**src/rtl/uart_rx_ctrl.sv**
```systemverilog
// uart_rx_ctrl: drains a UART receiver into a byte FIFO with error flags.
// A 3-state Moore handshake acknowledges each byte via read; the FIFO
// presents the head as a valid/ready stream and counts errored bytes.
module uart_rx_ctrl #(
   parameter int unsigned DEPTH = 8,
   parameter int unsigned ECW   = 8
) (
   input  logic                     mclkx16,
   input  logic                     reset,
   input  logic                     rxrdy,
   input  logic [7:0]               rdata,
   input  logic                     parityerr,
   input  logic                     framingerr,
   input  logic                     overrun,
   output logic                     read,
   input  logic                     flush,
   output logic                     m_valid,
   input  logic                     m_ready,
   output logic [7:0]               m_data,
   output logic [2:0]               m_err,
   output logic [$clog2(DEPTH):0]   level,
   output logic                     full,
   output logic                     empty,
   output logic [ECW-1:0]           err_count,
   output logic                     ack_err
);

   localparam int unsigned AW        = $clog2(DEPTH);
   localparam int unsigned LW        = AW + 1;
   localparam int unsigned EW        = 11;
   localparam int unsigned CW        = 4;
   localparam int unsigned WAIT_LAST = 14;

   typedef enum logic [1:0] {IDLE, ACK, WAIT_CLR} state_t;

   state_t           state_q;
   logic             read_q;
   logic [CW-1:0]    wcnt_q;
   logic             ack_err_q;
   logic [ECW-1:0]   err_count_q;

   logic [EW-1:0]    mem_q [DEPTH];
   logic [AW-1:0]    wr_ptr_q, wr_ptr_d;
   logic [AW-1:0]    rd_ptr_q, rd_ptr_d;
   logic [LW-1:0]    level_q, level_d;

   logic             full_c;
   logic             push_c;
   logic             pop_c;
   logic [2:0]       flags_c;
   logic [EW-1:0]    head_c;

   assign flags_c = {overrun, framingerr, parityerr};
   assign full_c  = (level_q == LW'(DEPTH));
   assign push_c  = (state_q == IDLE) && rxrdy && !full_c;
   assign pop_c   = (level_q != '0) && m_ready;
   assign head_c  = mem_q[rd_ptr_q];

   // Handshake FSM: accept a byte in IDLE, hold read through ACK/WAIT_CLR
   always_ff @(posedge mclkx16 or posedge reset) begin
      if (reset) begin
         state_q   <= IDLE;
         read_q    <= 1'b0;
         wcnt_q    <= '0;
         ack_err_q <= 1'b0;
      end else begin
         case (state_q)
            IDLE: begin
               if (push_c) begin
                  state_q <= ACK;
                  read_q  <= 1'b1;
               end
            end
            ACK: begin
               state_q <= WAIT_CLR;
               wcnt_q  <= '0;
            end
            WAIT_CLR: begin
               if (!rxrdy) begin
                  state_q <= IDLE;
                  read_q  <= 1'b0;
               end else if (wcnt_q == CW'(WAIT_LAST)) begin
                  // receiver never dropped rxrdy: give up and flag it
                  ack_err_q <= 1'b1;
                  state_q   <= IDLE;
                  read_q    <= 1'b0;
               end else begin
                  wcnt_q <= wcnt_q + CW'(1);
               end
            end
            default: begin
               state_q <= IDLE;
               read_q  <= 1'b0;
            end
         endcase
      end
   end

   // FIFO next-state: flush wins over any same-cycle push or pop
   always_comb begin
      level_d  = level_q;
      wr_ptr_d = wr_ptr_q;
      rd_ptr_d = rd_ptr_q;
      if (flush) begin
         level_d  = '0;
         wr_ptr_d = '0;
         rd_ptr_d = '0;
      end else begin
         if (push_c) wr_ptr_d = wr_ptr_q + AW'(1);
         if (pop_c)  rd_ptr_d = rd_ptr_q + AW'(1);
         case ({push_c, pop_c})
            2'b10:   level_d = level_q + LW'(1);
            2'b01:   level_d = level_q - LW'(1);
            default: level_d = level_q;
         endcase
      end
   end

   // FIFO pointer and occupancy registers
   always_ff @(posedge mclkx16 or posedge reset) begin
      if (reset) begin
         level_q  <= '0;
         wr_ptr_q <= '0;
         rd_ptr_q <= '0;
      end else begin
         level_q  <= level_d;
         wr_ptr_q <= wr_ptr_d;
         rd_ptr_q <= rd_ptr_d;
      end
   end

   // FIFO storage, deliberately unreset
   always_ff @(posedge mclkx16) begin
      if (push_c) mem_q[wr_ptr_q] <= {flags_c, rdata};
   end

   // Saturating count of accepted bytes carrying any error flag
   always_ff @(posedge mclkx16 or posedge reset) begin
      if (reset) begin
         err_count_q <= '0;
      end else if (push_c && (flags_c != 3'b000) && (err_count_q != '1)) begin
         err_count_q <= err_count_q + ECW'(1);
      end
   end

   assign read      = read_q;
   assign ack_err   = ack_err_q;
   assign err_count = err_count_q;
   assign level     = level_q;
   assign full      = full_c;
   assign empty     = (level_q == '0);
   assign m_valid   = (level_q != '0);
   assign m_data    = head_c[7:0];
   assign m_err     = head_c[10:8];

endmodule

```
**config.mk**
```make
export PLATFORM = sky130hd
export DESIGN_NAME = uart_rx_ctrl
export DESIGN_NICKNAME = d
export VERILOG_FILES = /design/src/rtl/uart_rx_ctrl.sv
export SDC_FILE = /design/constraint.sdc
export NUM_CORES = 1
export LEC_CHECK = 0
export ABC_AREA = 1
export BUFFER_PORTS_ARGS = -buffer_cell sky130_fd_sc_hd__buf_2
export CORE_ASPECT_RATIO = 0.8
export CORE_MARGIN = 2
export CORE_UTILIZATION = 50
export CTS_CLUSTER_SIZE = 16
export DETAILED_ROUTE_END_ITERATION = 16
export PLACE_DENSITY = 0.69
export RECOVER_POWER = 100
export SLEW_MARGIN = 20
export SYNTH_ARGS = -nofsm -noshare
export SYNTH_HDL_FRONTEND = slang
export SYNTH_SLANG_ARGS = --single-unit
```
**constraint.sdc**
```tcl
create_clock -name mclkx16 -period 2.55 [get_ports mclkx16]
set_input_delay 0.255 -clock mclkx16 [delete_from_list [all_inputs] [get_ports mclkx16]]
set_output_delay 0.255 -clock mclkx16 [all_outputs]
set_load 0.02 [all_outputs]
```
==> results of run 1 <==
==> synthesized netlist by cell type <==
cell type  number
o21ai_0        51
clkbuf_1        8
nand3_1        12
xnor2_1         5
inv_6           1
a211oi_1        1
nand2_2         4
nand2_8         1
edfxtp_1       88
nor3_1          4
o21bai_1        1
o21ai_1         3
nand2_4         2
o22ai_1        13
nand4_1         2
o21ai_2         4
or3_1           1
buf_2           6
xor2_1          3
a21o_1          1
a21oi_1         2
buf_1           1
nor2_1         91
nand3b_1        1
ha_1            7
nor2_4          4
nor2_2          1
nand2_1        42
a21oi_2         2
a31oi_1        11
dfrtp_1        26
fa_1            1
inv_1          24
buf_6           1
xor2_2          1
o21a_1          1
inv_2           6
==> power by group through the flow <==
stage / clock network, mW / registers (mW) / logic, mW
2_1_floorplan: 0 / 2.51 / 1.06
3_3_place_gp: 0 / 2.44 / 1.59
3_5_place_dp: 0 / 2.44 / 1.64
4_1_cts: 2.41 / 2.41 / 1.65
5_1_grt: 2.50 / 2.45 / 1.72
6_report: 2.38 / 2.42 / 1.53
==> cell type report <==
class	count	area (um^2)
Clock buffer	24	556.8
Inverter	31	120.1
Timing Repair Buffer	61	314.1
Multi-Input combinational cell	272	1380
Sequential cell	114	3293
Clock inverter	8	58.81
Tap cell	119	148.9
Fill cell	778	3737
==> cell families (layout without fill, tap and decap cells) <==
| logic type | after synthesis | in the layout | synth area share, % |
|---|---|---|---|
| AND/OR/NAND/NOR | 165 | 165 | 14.72 |
| XOR/XNOR | 9 | 9 | 1.755 |
| adder cells (fa/ha/maj) | 8 | 8 | 2.187 |
| AO/OA/AOI/OAI | 90 | 90 | 10.42 |
| flip-flops | 114 | 114 | 66.92 |
| buffers and inverters | 47 | 124 | 3.992 |
==> metal layers <==
metal  GRT usage [%]  up-vias  share of wire, %
li1                -     1634                 -
met1           31.79     1661                48
met2           30.74      109                45
met3           7.592       14               6.2
met4           7.430        0               1.3
met5               0        -                 0
==> repair_timing <==
item	CTS	global route
resized for setup	0	1
hold endpoints to repair	7	0
setup endpoints to repair	0	3
hold buffers	1	0
==> worst register-to-register path: stages, from the launching register on <==
cell and delay, ns:
dfrtp_1 0.44, nor2_1 0.29, nand2_4 0.08, nand2_1 0.22
clkinvlp_2 0.37, nand2_1 0.25, nor2_1 0.06, clkbuf_2 0.28
==> state kept, by name (all words and copies together) (netlist names) <==
name	flops
err_count	8
wcnt_q	4
state_q	2
level	4
mem_q	88
read	1
wr_ptr_q	3
ack_err	1
rd_ptr_q	3
==> per-stage QoR <==
| step | hold WS (ns) | instances | power [mW] | util, % | setup slack, ns |
|---|---|---|---|---|---|
| 3_5_place_dp | 0.2344 | 596 | 4.080 | 55.81 | 0.5244 |
| 2_1_floorplan | 0.2950 | 433 | 3.567 | - | 0.3287 |
| 3_3_place_gp | 0.2129 | 596 | 4.031 | 55.81 | 0.5671 |
| 5_1_grt | 0.1069 | 629 | 6.667 | 61.11 | 0.01392 |
| 6_report | 0.1086 | 629 | 6.321 | 61.11 | 0.1354 |
| 4_1_cts | 0.1104 | 629 | 6.472 | 62.32 | 0.06756 |
==> path summary, 6_finish.rpt <==
kind / from / endpoint / slack (ns) / cells past startpoint
hold reg to reg: ack_err / ack_err / 0.49 / 1
setup reg to reg: level[1] / mem_q[4][2] / 0.25 / 7
min in group asynchronous: reset / ack_err / 0.35 / 3
hold / removal: flush / wr_ptr_q[0] / 0.11 / 2
setup / recovery: rd_ptr_q[0] / m_data[4] / 0.14 / 6
max in group asynchronous: reset / err_count[7] / 0.91 / 4
==> results.yml, run 1 <==
yosys:
  synth.cell_area_um2: 4921
  synth_seq_cells: 114
  synth.distinct_cells: 37
  synth_fp_nets: 457
  yosysWarnings: 0
  synth.area.top_cells: "edfxtp_1, dfrtp_1, nor2_1, o21ai_0, nand2_1"
  synth_top_area_share_pct: 53.70
  synthCells: 433
  synth_seq_area_share_pct: 66.92
  yosys.area.top_type: "edfxtp_1"
  syn_avg_cell_area_um2: 11.36
grt:
  track_usage_pct: 21.89
  antenna_found_initial: 0
  grt_pass1_vias: 3330
  grt_pass1_wl_um: 17260
  grt_start_max_net_pins: 39
  grt_overflow_total: 0
power_and_ir_drop:
  power.internal_mw: 4.244
  p_sw_mw: 2.078
  leakage_nw: 2.259
  p_clk_share_pct: 37.6
  peakVddDrop_v: 0.0007289
  p_comb_share_pct: 24.2
  swShare_pct: 32.87
  power.share.sequential_pct: 38.2
  power_density_nw_per_um2: 1077
floorplan:
  die_w_um: 114.9
  die_h_um: 92.74
  io-pin-count: 44
  core_um2: 9609
  die_area_um2: 10660
  start_util_pct: 51.21
  num_rows: 32
timing:
  hold_viol: 0
  slew_headroom_pct: 28.71
  tightest_slew_ns: 1.069
  tns_ns: 0
  setup_violations: 0
  finClkSkew_ns: 0.007923
  period_needed_ns: 2.415
  maxSlewViolCount: 0
  period_share_pct: 94.69
  rsz0062_at_grt: "no"
  fmax_ghz: 0.4141
detailed_routing:
  dr.pass1.iters: 4
  ant_nets: 0
  post_drt_wl_per_cell_um: 16.67
  dr_total_vias: 3418
  drt_iter0_drc: 311
  drc: 0
  viasPerCell: 5.434
  wirelength_um: 10480
layout:
  stdcell_area_um2: 5872
  drive_gt1_share_pct: 14.51
  antenna_cells: 0
  layout.nets: 521
  area_growth_pct: 19.32
  final_common_cell: "nor2_1"
  final_cell_mix: "nor2_1, edfxtp_1, o21ai_0"
clocking:
  worstSkewPairLatency_ns: 0.41
  cts.htree.levels: 4
  cts_buffers: 17
  cts_tree: "done"
  postCtsSetupRepairBufs: 0
  clk_path_buf_depth: 2
  clk_pin_slew_ns: 0.06
  cts_root_buffer: "clkbuf_16"
  cts.sinks: 114
worst_setup_path:
  worstPathArrival_ns: 2.16
  crit_path_end_kind: "output pin"
  cp-start-kind: "flip-flop"
  worstPathRequired_ns: 2.30
  path_buf_inv: 2
  path_max_fanout: 38
  crit_slowest_cell: "dfrtp_1"
  crit_chain: "buf_12 > o21ai_0 > o22ai_1 > nor2_1 > a31oi_1 > clkbuf_2"
  worst_path_largest_cell_delay_ns: 0.61
  worstSetupPathType: "reg2out"
  path_delay_family: "flip-flops"
placement:
  placed_area_um2: 5363
  port_buffers: 43
  place.gp.congestion: 0.8071
  dpl.hpwl_um: 6398
status:
  status: "complete, no violations"
worst_hold_path:
  min_path_type: "in2reg"
run:
  drv_cap: 0
(Power assumes the default switching activity.)
==> run 2, diff against run 1 <==
--- a/constraint.sdc
+++ b/constraint.sdc
@@ -3,2 +3,2 @@
 set_output_delay 0.255 -clock mclkx16 [all_outputs]
-set_load 0.02 [all_outputs]
+set_load 0.005 [all_outputs]
==> run 2 against run 1 <==
  * Worst hold slack improved by 0.023 ns
  * Sequential power hardly changed
  * Fmax grew 4.0%
  * Setup slack improved by 0.092 ns
  * Combinational power decreased by 13%
  * Clock power shrank 3%
  * Critical path type unchanged
  * Critical path depth did not move
  * Non-clock buffer count is 1 lower
  * Cell area decreased by 0.43%
  * Wire length shrank 1.6%
  * Die area unchanged
==> results.yml, run 2 (synthesis results as in run 1) <==
worst_setup_path:
  path_max_fanout: 15
  worstPathRequired_ns: 2.30
  worstPathArrival_ns: 2.07
  worstSetupPathType: "reg2out"
  crit_path_end_kind: "output pin"
  cp-start-kind: "flip-flop"
placement:
  dpl.hpwl_um: 6407
  place.gp.congestion: 0.8265
  port_buffers: 43
  placed_area_um2: 5343
  post-place-cells: 595
layout:
  stdcell_area_um2: 5847
  regArea_um2: 3293
  fin_cells: 628
  multi_input_area_um2: 1404
  final_cell_mix: "nor2_1, edfxtp_1, o21ai_0"
  fillers: 765
  largest_register_ffs: 88
  top_register: "mem_q"
  final_common_cell: "nor2_1"
  fin_util_pct: 60.85
  area_growth_pct: 18.82
  antenna_cells: 0
  drive_gt1_share_pct: 15.72
  layout.nets: 520
timing:
  setup_violations: 0
  tightest_slew_ns: 1.490
  finClkSkew_ns: 0.007331
  slew_headroom_pct: 0.6728
  period_share_pct: 91.08
  fmax_ghz: 0.4306
  tns_ns: 0
  period_needed_ns: 2.322
  maxSlewViolCount: 0
  hold_viol: 0
  rsz0062_at_grt: "no"
clocking:
  clk_path_buf_depth: 2
  cts_root_buffer: "clkbuf_16"
  cts_tree: "done"
  clk_pin_slew_ns: 0.06
  cts_resized: 0
  worstSkewPairLatency_ns: 0.41
  cts.htree.levels: 4
  cts_buffers: 17
  cts.sinks: 114
detailed_routing:
  wirelength_um: 10320
  ant_nets: 0
  wl_met1_um: 4442
  drc: 0
  post_drt_wl_per_cell_um: 16.43
  wl_met3_um: 720
  drt_iter0_drc: 232
  dr.pass1.iters: 4
  viasPerCell: 5.346
  routed.top_layer: "met4"
  dr_total_vias: 3357
  dr_wl_met2_um: 5072
power_and_ir_drop:
  total_power_mw: 6.039
  power_density_nw_per_um2: 1033
  peakVddDrop_v: 0.0005248
  leakage_nw: 2.257
floorplan:
  core_um2: 9609
  die_area_um2: 10660
  num_rows: 32
  io-pin-count: 44
  die_h_um: 92.74
  die_w_um: 114.9
  start_util_pct: 51.21
grt:
  grt_pass1_wl_um: 16850
  grt_pass1_vias: 3282
  grt_start_max_net_pins: 34
  grt_overflow_total: 0
  antenna_found_initial: 0
  track_usage_pct: 21.24
run:
  drv_cap: 0
worst_hold_path:
  min_path_type: "in2reg"
status:
  status: "complete, no violations"
[run 2: metal layers]
| metal | vias to the layer above | GRT usage, % |
|---|---|---|
| li1 | 1637 | - |
| met1 | 1613 | 29.42 |
| met2 | 99 | 32.06 |
| met3 | 8 | 5.890 |
| met4 | 0 | 8.133 |
| met5 | - | 0 |
[run 2: final cells by class]
type                            instances  share of cell area, %
Clock buffer                           17                  7.276
Clock inverter                         15                  2.696
Inverter                               31                  2.012
Multi-Input combinational cell        272                  24.01
Sequential cell                       114                  56.32
Tap cell                              119                  2.547
Timing Repair Buffer                   60                  5.136
[run 2: worst paths after layout]
kind,startpoint,end,slack [ns],cells past startpoint
setup reg to reg,level[0],level[3],0.31,12
hold reg to reg,ack_err,ack_err,0.47,1
setup / recovery,rd_ptr_q[1],m_data[1],0.23,6
max in group asynchronous,reset,rd_ptr_q[2],0.78,4
hold / removal,rxrdy,ack_err,0.13,3
min in group asynchronous,reset,ack_err,0.89,4
[run 2: stage by stage]
stage	hold slack (ns)	setup slack, ns
after global routing	0.1393	0.08386
after CTS	0.1096	0.2346
after detailed placement	0.3364	0.5170
after floorplan	0.2950	0.4346
after global placement	0.3271	0.5922
final	0.1315	0.2276
[run 2: timing repair]
action                                 in CTS  in global routing
setup buffers                               0                  0
endpoints found under the hold margin      26                  0
hold buffers                                1                  0
[run 2: critical path, stage by stage (launching register included)]
cell,delay (ns)
dfrtp_1,0.55
buf_4,0.30
o21ai_0,0.11
o22ai_1,0.23
nor2_1,0.09
a31oi_1,0.22
clkbuf_1,0.15
[run 2: power breakdown]
part	switching (mW)	internal (mW)
clock network	0.862	1.44
logic	0.845	0.481
registers	0.170	2.24
